`src/rtl/pulp_clock_div_n.sv`:
```
// pulp_clock_div_n: glitch-free programmable integer clock divider with handshaked ratio updates.
// Define PULP_CLK_DIV_ODD_DUTY_EN for 50% duty cycle on odd ratios (adds a negedge correction flop).
module pulp_clock_div_n #(
    parameter int unsigned DIV_WIDTH = 8,
    parameter int unsigned RESET_DIV = 2
) (
    input  logic                 clk_i,
    input  logic                 rst_i,
    input  logic                 en_i,
    input  logic [DIV_WIDTH-1:0] div_i,
    input  logic                 div_valid_i,
    output logic                 div_ready_o,
    output logic                 clk_o,
    output logic [DIV_WIDTH-1:0] div_o
);

    localparam logic [0:0]           ST_IDLE = 1'b0;
    localparam logic [0:0]           ST_RUN  = 1'b1;
    localparam logic [DIV_WIDTH-1:0] DIV_MIN = DIV_WIDTH'(2);
    localparam logic [DIV_WIDTH-1:0] ONE     = DIV_WIDTH'(1);

    logic [0:0]           state_q;
    logic [DIV_WIDTH-1:0] cnt_q;
    logic [DIV_WIDTH-1:0] div_q;
    logic [DIV_WIDTH-1:0] pend_div_q;
    logic                 pending_q;
    logic [DIV_WIDTH-1:0] hi_len;
    logic [DIV_WIDTH-1:0] div_acc;
    logic                 running;
    logic                 boundary;
    logic                 handshake;
    logic                 hi_next;

    // Number of posedge-evaluated high cycles per period.
    always_comb begin
        hi_len = {1'b0, div_q[DIV_WIDTH-1:1]};
`ifdef PULP_CLK_DIV_ODD_DUTY_EN
        hi_len = hi_len + {{(DIV_WIDTH-1){1'b0}}, div_q[0]};
`endif
    end

    assign running   = (state_q == ST_RUN);
    assign boundary  = running && (cnt_q == (div_q - ONE));
    assign handshake = div_valid_i && !pending_q;
    assign hi_next   = running && (cnt_q < hi_len);
    assign div_acc   = (div_i < DIV_MIN) ? DIV_MIN : div_i;

    always_ff @(posedge clk_i or posedge rst_i) begin
        if (rst_i) begin
            state_q    <= ST_IDLE;
            cnt_q      <= '0;
            div_q      <= DIV_WIDTH'(RESET_DIV);
            pend_div_q <= '0;
            pending_q  <= 1'b0;
        end else begin
            if (handshake) begin
                pending_q  <= 1'b1;
                pend_div_q <= div_acc;
            end
            case (state_q)
                ST_IDLE: begin
                    cnt_q <= '0;
                    if (pending_q) begin
                        div_q     <= pend_div_q;
                        pending_q <= 1'b0;
                    end
                    if (en_i) begin
                        state_q <= ST_RUN;
                    end
                end
                default: begin
                    // A handshake in this cycle only sets pending; the old flag decides application.
                    if (boundary) begin
                        cnt_q <= '0;
                        if (pending_q) begin
                            div_q     <= pend_div_q;
                            pending_q <= 1'b0;
                        end
                        if (!en_i) begin
                            state_q <= ST_IDLE;
                        end
                    end else begin
                        cnt_q <= cnt_q + ONE;
                    end
                end
            endcase
        end
    end

`ifdef PULP_CLK_DIV_ODD_DUTY_EN
    logic pos_q;
    logic neg_q;
    logic half_q;

    // pos_q is pre-compensated by neg_q so the XOR shows hi_next; a negedge toggle of neg_q cuts odd high phases by half a cycle.
    always_ff @(posedge clk_i or posedge rst_i) begin
        if (rst_i) begin
            pos_q  <= 1'b0;
            half_q <= 1'b0;
        end else begin
            pos_q  <= hi_next ^ neg_q;
            half_q <= running && div_q[0] && (cnt_q == (hi_len - ONE));
        end
    end

    always_ff @(negedge clk_i or posedge rst_i) begin
        if (rst_i) begin
            neg_q <= 1'b0;
        end else begin
            neg_q <= neg_q ^ half_q;
        end
    end

    assign clk_o = pos_q ^ neg_q;
`else
    logic clk_q;

    always_ff @(posedge clk_i or posedge rst_i) begin
        if (rst_i) begin
            clk_q <= 1'b0;
        end else begin
            clk_q <= hi_next;
        end
    end

    assign clk_o = clk_q;
`endif

    assign div_ready_o = !pending_q;
    assign div_o       = div_q;

endmodule
```
`config.mk`:
```
export PLATFORM = sky130hd
export DESIGN_NAME = pulp_clock_div_n
export DESIGN_NICKNAME = d
export VERILOG_FILES = /design/src/rtl/pulp_clock_div_n.sv
export SDC_FILE = /design/constraint.sdc
export NUM_CORES = 1
export LEC_CHECK = 0
export CAP_MARGIN = 5
export CORE_MARGIN = 1
export CORE_UTILIZATION = 57
export DETAILED_ROUTE_END_ITERATION = 7
export PLACE_DENSITY_LB_ADDON = 0.2
export SYNTH_ARGS = -nofsm -noshare
export SYNTH_HDL_FRONTEND = slang
export SYNTH_SLANG_ARGS = --single-unit
export TNS_END_PERCENT = 20
```
`constraint.sdc`:
```
create_clock -name clk_i -period 3.5 [get_ports clk_i]
set_input_delay 0.7 -clock clk_i [delete_from_list [all_inputs] [get_ports clk_i]]
set_output_delay 0.7 -clock clk_i [all_outputs]
set_load 0.02 [all_outputs]
```
==> out/metrics.cfg, run 1 <==
[detailed_routing]
avgRoutedWirePerCell_um = 15.8
first_iter_violations = 25
first_pass_iters = 4
drcViolationCount = 0
ant_nets = 0
drt_wl_total_mm = 3.20
num_vias = 1171
via_per_inst = 5.77

[power]
power_switching_w = 0.000112
cellLeakagePower_nw = 0.779
combPwrFrac = 0.052
p_per_area_nw_per_um2 = 277
clkPwrFrac = 0.293
p_int_w = 0.000373
swShare = 0.231
peakVddDrop_mv = 0.266
total_power_w = 0.000485
seq_power_share = 0.655

[yosys]
syn_area_sq_um = 1490
synth_top_family_by_area = simple AND/OR/NAND/NOR gates
synth_xor_area_frac = 0.112
synth.area.mux_share = 0.0151
syn_avg_cell_area_sq_um = 9.85
yosys.area_share.simple = 0.154
syn_inst = 151
synth_nets = 171
synthFlopType = dfrtp_1
synth_fa_ha_area_frac = 0.0673
synthArstFlopShare = 1.00
yosysSeqAreaShare = 0.455
synth_cell_types = 34
synth_compound_gate_area_share = 0.140
synth_edf_count = 0
synth_seq_cells = 27
ys.warnings.count = 0

[grt]
antenna_found_initial = 0
grt_pass1_wl_mm = 4.90
grt_use_total = 0.250
grt_pass1_vias = 1084
grt_max_degree = 28
overflow = 0

[sta]
finalSetupTns_ns = 0
slew_viol_final = 0
hold_viol_final = 0
slew_headroom = 0.310
setup_viol = 0
fmax_mhz = 410
period_share = 0.697
holdWs_ns = 0.500
min_period_ns = 2.44
rsz0062_at_grt = no
worst_pin_slew_ns = 1.03
fin_skew_ns = 0.00866

[clocking]
hold_buffers = 0
root_buffer = clkbuf_4
cts_tree = yes
clockBufferDepth = 2
cts-resized-gates = 0
clkTransAtPathRegs_ns = 0.16
clkSinkCount = 27
htree_levels = 1
insertion_delay_ns = 0.34
cts_buffers = 3
post-cts-setup-buffer-count = 0

[cells_and_area]
layout-drive-gt1-share = 0.0462
area_delta_synth_final_pct = 17.7
fin_area_sq_um = 1750
finalNetCount = 194
utilization = 0.707
regArea_sq_um = 677
multi_input_area_sq_um = 726
antenna_cells = 0
fillerInstances = 189

[job]
drv_cap = 0

[placed_design]
placed_cell_area_sq_um = 1720
place.gp.congestion = 0.772
numPortBuffers = 21
dp_hpwl_mm = 2.36

[critical_path]
start_kind = flip-flop
crit_type = reg2reg
worstSetupEndpointType = flip-flop
cp.required_ns = 3.74
worstPathMaxFanout = 8
slowest_delay_ns = 0.59
crit_chain = inv_1 > ha_1 > xor2_1 > nand3_1 > a2111oi_4 > a31oi_4 > mux2_1
slowest_stage = dfstp_2
rrSetupSlack_ns = 1.06
worst_ep_arrival_time_ns = 2.68

[floorplanning]
die-width_um = 53.1
die_area_sq_um = 2820
start_util = 0.601
ios = 22
coreArea_sq_um = 2480
rows = 18
fp.dieH_um = 53.1

[run_status]
outcome = complete, no violations

[hold_path]
min_path_type = reg2reg

-- worst max-delay path, delay by kind of cell (launching register included) --
family,cells,cell delay [ns]
AOI/OAI and AO/OA,2,0.72
xor gates and xnor gates,1,0.16
adders and majority gates,1,0.29
buffers and inverters,1,0.09
DFF,1,0.59
muxes,1,0.35
and+or+nand+nor,1,0.14
-- path summary, 6_finish.rpt --
| path | from | to | cells after the start |
|---|---|---|---|
| max in group asynchronous | rst_i | cnt_q[4] | 2 |
| hold reg to reg | pend_div_q[4] | pend_div_q[4] | 2 |
| setup / recovery | div_o[1] | div_o[4] | 7 |
| setup reg to reg | div_o[1] | div_o[4] | 7 |
| hold / removal | pend_div_q[4] | pend_div_q[4] | 2 |
| min in group asynchronous | rst_i | div_o[4] | 2 |
-- metal layers --
metal / global-route usage / wire, um / vias to the layer above
met3: 0.0402 / 166 / 8
li1: - / - / 555
met4: 0.105 / 42 / 0
met1: 0.318 / 1400 / 566
met2: 0.418 / 1590 / 42
met5: 0 / 0 / -
-- cell usage in the layout (no fill, tap or decap) --
cell	instances
clkbuf_4	3
a22o_1	1
ha_1	8
dfstp_2	1
inv_1	19
nor4_1	2
a2111oi_4	1
mux2_1	2
a211oi_1	1
nand4_1	1
and3_1	2
a21boi_0	1
o32ai_1	1
nor2_1	14
nand2b_1	1
a21bo_2	1
a311oi_1	1
a31oi_1	1
nand3_1	7
xor2_1	13
clkinvlp_4	1
a31oi_4	1
nand2_1	13
dfrtp_1	26
xnor2_1	6
o2bb2ai_1	5
nand3b_1	2
and4_1	1
clkdlybuf4s50_1	21
o21ai_0	8
nor2b_1	2
nor3_1	2
a21oi_1	2
nor4b_1	1
a22oi_1	1
-- layout make-up --
cell class              count  share of cell area
clock buffers               3              0.0129
clock inverters             1             0.00429
inverters                  19              0.0407
multi-input cells         102               0.414
flip-flops and latches     27               0.386
well taps                  30              0.0214
repair buffers             21               0.120
-- registers in the layout, summed over array words and instances (netlist names) --
name        flops
pending_q       1
clk_o           1
div_o           8
running         1
cnt_q           8
pend_div_q      8
-- metrics by stage --
| stage | worst slack, ns | std cells |
|---|---|---|
| floorplan | 1.23 | 151 |
| global placement | 1.23 | 199 |
| detailed placement | 1.09 | 199 |
| CTS | 1.06 | 203 |
| global route | 0.940 | 203 |
| finish | 1.06 | 203 |
-- cell families (layout without fill, tap and decap cells) --
logic type | count (synthesis) | count (layout)
simple gates | 48 | 48
flops | 27 | 27
compound gates | 25 | 25
buf+inv | 22 | 44
xor+xnor | 19 | 19
fa+ha+maj | 8 | 8
mux | 2 | 2
-- power by group through the flow --
| stage | clock network, W | registers, W | logic, W |
|---|---|---|---|
| after floorplan | 0 | 0.000323 | 0.00000926 |
| after global placement | 0 | 0.000323 | 0.0000247 |
| after global routing | 0.000159 | 0.000318 | 0.0000282 |
| final | 0.000142 | 0.000318 | 0.0000252 |
| after CTS | 0.000146 | 0.000318 | 0.0000256 |
| after detailed placement | 0 | 0.000324 | 0.0000255 |
-- cell usage after synthesis, types with 2 or more instances --
cell / number / area (sq um)
a21oi_1: 2 / 10.0
and3_1: 2 / 12.5
buf_2: 2 / 10.0
dfrtp_1: 26 / 651
ha_1: 8 / 100
inv_1: 19 / 71.3
mux2_1: 2 / 22.5
nand2_1: 13 / 48.8
nand3_1: 7 / 35.0
nand3b_1: 2 / 15.0
nor2_1: 14 / 52.6
nor2b_1: 2 / 12.5
nor3_1: 2 / 10.0
nor4_1: 2 / 12.5
o21ai_0: 8 / 40.0
o2bb2ai_1: 5 / 43.8
xnor2_1: 6 / 52.6
xor2_1: 13 / 114
(Power assumes the default switching activity.)
==> run 2, diff against run 1 <==
--- a/config.mk
+++ b/config.mk
@@ -7,7 +7,7 @@
 export LEC_CHECK = 0
 export CAP_MARGIN = 5
 export CORE_MARGIN = 1
-export CORE_UTILIZATION = 57
+export CORE_UTILIZATION = 53
 export DETAILED_ROUTE_END_ITERATION = 7
 export PLACE_DENSITY_LB_ADDON = 0.2
 export SYNTH_ARGS = -nofsm -noshare
==> constraint.sdc (replaced) <==
create_clock -name clk_i -period 2.32 [get_ports clk_i]
set_input_delay 0.464 -clock clk_i [delete_from_list [all_inputs] [get_ports clk_i]]
set_output_delay 0.464 -clock clk_i [all_outputs]
set_load 0.02 [all_outputs]
==> run 2 against run 1 <==
Die area up 7.3%. Count of clock-buffer cells in the layout up 1. Worst setup slack worse by 1.0 ns. First-iteration DRC count up 16%. Combinational power up 54%. Final cell count up 2.5%. Critical path depth up 1. Highest routed layer unchanged. Sequential power up 51%. Largest cell class unchanged. Largest power group unchanged. Clock skew down 0.00079 ns. Critical path type unchanged. Via count down 1.1%.
==> out/metrics.cfg, run 2 (same netlist as run 1, synthesis figures left out) <==
[floorplanning]
rows = 18  ; unchanged
fp.dieH_um = 55.0  ; was 53.1 um
die-width_um = 55.0  ; was 53.1 um
start_util = 0.579  ; was 0.601
die_area_sq_um = 3020  ; was 2820 sq um
ios = 22  ; unchanged
coreArea_sq_um = 2570  ; was 2480 sq um

[critical_path]
worstSetupEndpointType = flip-flop  ; unchanged
crit_type = reg2reg  ; unchanged
reg2reg_to = div_o[3]  ; was div_o[4]
worst_ep_arrival_time_ns = 2.49  ; was 2.68 ns
start_kind = flip-flop  ; unchanged
r2r-start = div_o[1]  ; unchanged
worstPathMaxFanout = 4  ; was 8
rr_worst_depth = 8  ; was 7
rrSetupSlack_ns = 0.05  ; was 1.06 ns
cp.required_ns = 2.54  ; was 3.74 ns

[clocking]
clockBufferDepth = 2  ; unchanged
insertion_delay_ns = 0.32  ; was 0.34 ns
cts_buffers = 3  ; unchanged
clkTransAtPathRegs_ns = 0.14  ; was 0.16 ns
clkSinkCount = 27  ; unchanged
root_buffer = clkbuf_4  ; unchanged
hold_buffers = 0  ; unchanged
cts_tree = yes  ; unchanged
htree_levels = 1  ; unchanged

[grt]
overflow = 0  ; unchanged
grt_use_total = 0.213  ; was 0.250
grt_pass1_wl_mm = 4.49  ; was 4.90 mm
antenna_found_initial = 0  ; unchanged
grt_pass1_vias = 1056  ; was 1084
grt_max_degree = 28  ; unchanged

[run_status]
outcome = complete, no violations  ; unchanged

[hold_path]
min_path_type = in2async  ; was reg2reg

[cells_and_area]
regArea_sq_um = 677  ; unchanged
fin_area_sq_um = 1830  ; was 1750 sq um
antenna_cells = 0  ; unchanged
area_delta_synth_final_pct = 23.0  ; was 17.7%
final_cell_mix = dfrtp_1 (26), clkdlybuf4s50_1 (21), inv_1 (19)  ; unchanged
finalNetCount = 199  ; was 194
fillerInstances = 197  ; was 189
mostFrequentLayoutCell = dfrtp_1  ; unchanged
multi_input_area_sq_um = 766  ; was 726 sq um
utilization = 0.712  ; was 0.707
layout-drive-gt1-share = 0.101  ; was 0.0462

[placed_design]
place.gp.congestion = 0.812  ; was 0.772
numPortBuffers = 21  ; unchanged
placed_cell_area_sq_um = 1740  ; was 1720 sq um
dp_hpwl_mm = 2.20  ; was 2.36 mm

[detailed_routing]
ant_nets = 0  ; unchanged
drt_wl_total_mm = 3.05  ; was 3.20 mm
avgRoutedWirePerCell_um = 14.7  ; was 15.8 um
drcViolationCount = 0  ; unchanged
via_per_inst = 5.57  ; was 5.77
first_iter_violations = 29  ; was 25
first_pass_iters = 4  ; unchanged
num_vias = 1158  ; was 1171

[sta]
slew_viol_final = 0  ; unchanged
fin_skew_ns = 0.00786  ; was 0.00866 ns
hold_viol_final = 0  ; unchanged
slew_headroom = 0.572  ; was 0.310
min_period_ns = 2.27  ; was 2.44 ns
fmax_mhz = 441  ; was 410 MHz
setup_viol = 0  ; unchanged
worst_pin_slew_ns = 0.641  ; was 1.03 ns
period_share = 0.978  ; was 0.697

[power]
total_power_w = 0.000717  ; was 0.000485 W
peakVddDrop_mv = 0.361  ; was 0.266 mV
p_per_area_nw_per_um2 = 392  ; was 277 nW/um^2
cellLeakagePower_nw = 0.815  ; was 0.779 nW

[job]
drv_cap = 0  ; unchanged

## run 2: timing repair
item | CTS | global route
pin swaps | 1 | 2
hold endpoints to repair | 0 | 0
resized for setup | 0 | 7
setup buffers | 0 | 2
endpoints found under the setup margin | 9 | 8
## run 2: worst max path at each step
stage                  start       end  slack, ns  cells after the start
floorplan           div_o[1]  div_o[3]       0.05                      7
global placement    div_o[1]  div_o[4]       0.11                      7
detailed placement  div_o[1]  div_o[3]      -0.03                      7
CTS                 div_o[1]  div_o[3]       0.07                      7
global route        div_o[1]  div_o[4]    -0.0006                      8
finish              div_o[1]  div_o[3]       0.05                      8
## run 2: area by class of cell
cell class                 instances  area share
tap                               30      0.0205
timing repair buffer              26       0.137
inverter                          19      0.0390
clock buffer                       4      0.0144
sequential                        27       0.370
multi-input combinational        102       0.419
## run 2: per-stage QoR
step	hold slack (ns)	cells	setup WS, ns	setup TNS (ns)
after floorplan	0.438	151	0.0518	0
after global placement	0.461	202	0.107	0
after detailed placement	0.467	202	-0.0335	-0.115
after CTS	0.492	206	0.0688	0
after global routing	0.514	208	-0.000553	-0.000553
final	0.479	208	0.0499	0
## run 2: power by group
group          internal (W)  switching, W
logic             0.0000211     0.0000178
registers          0.000477    0.00000237
clock network     0.0000672      0.000132
total              0.000565      0.000152
## run 2: metal layers
layer / vias to the layer above / global-route usage / part of all wire
met5: - / 0 / 0
met4: 0 / 0.0917 / 0.0079
met3: 4 / 0.0328 / 0.038
met2: 27 / 0.347 / 0.49
met1: 562 / 0.277 / 0.46
li1: 565 / - / -
## run 2: critical path, cell delays in order (launching register included)
cell and delay (ns):
dfstp_2 0.57, inv_1 0.10, ha_4 0.30, xor2_2 0.13
nand3_1 0.14, a2111oi_4 0.30, buf_4 0.20, a31oi_4 0.12
mux2_4 0.32
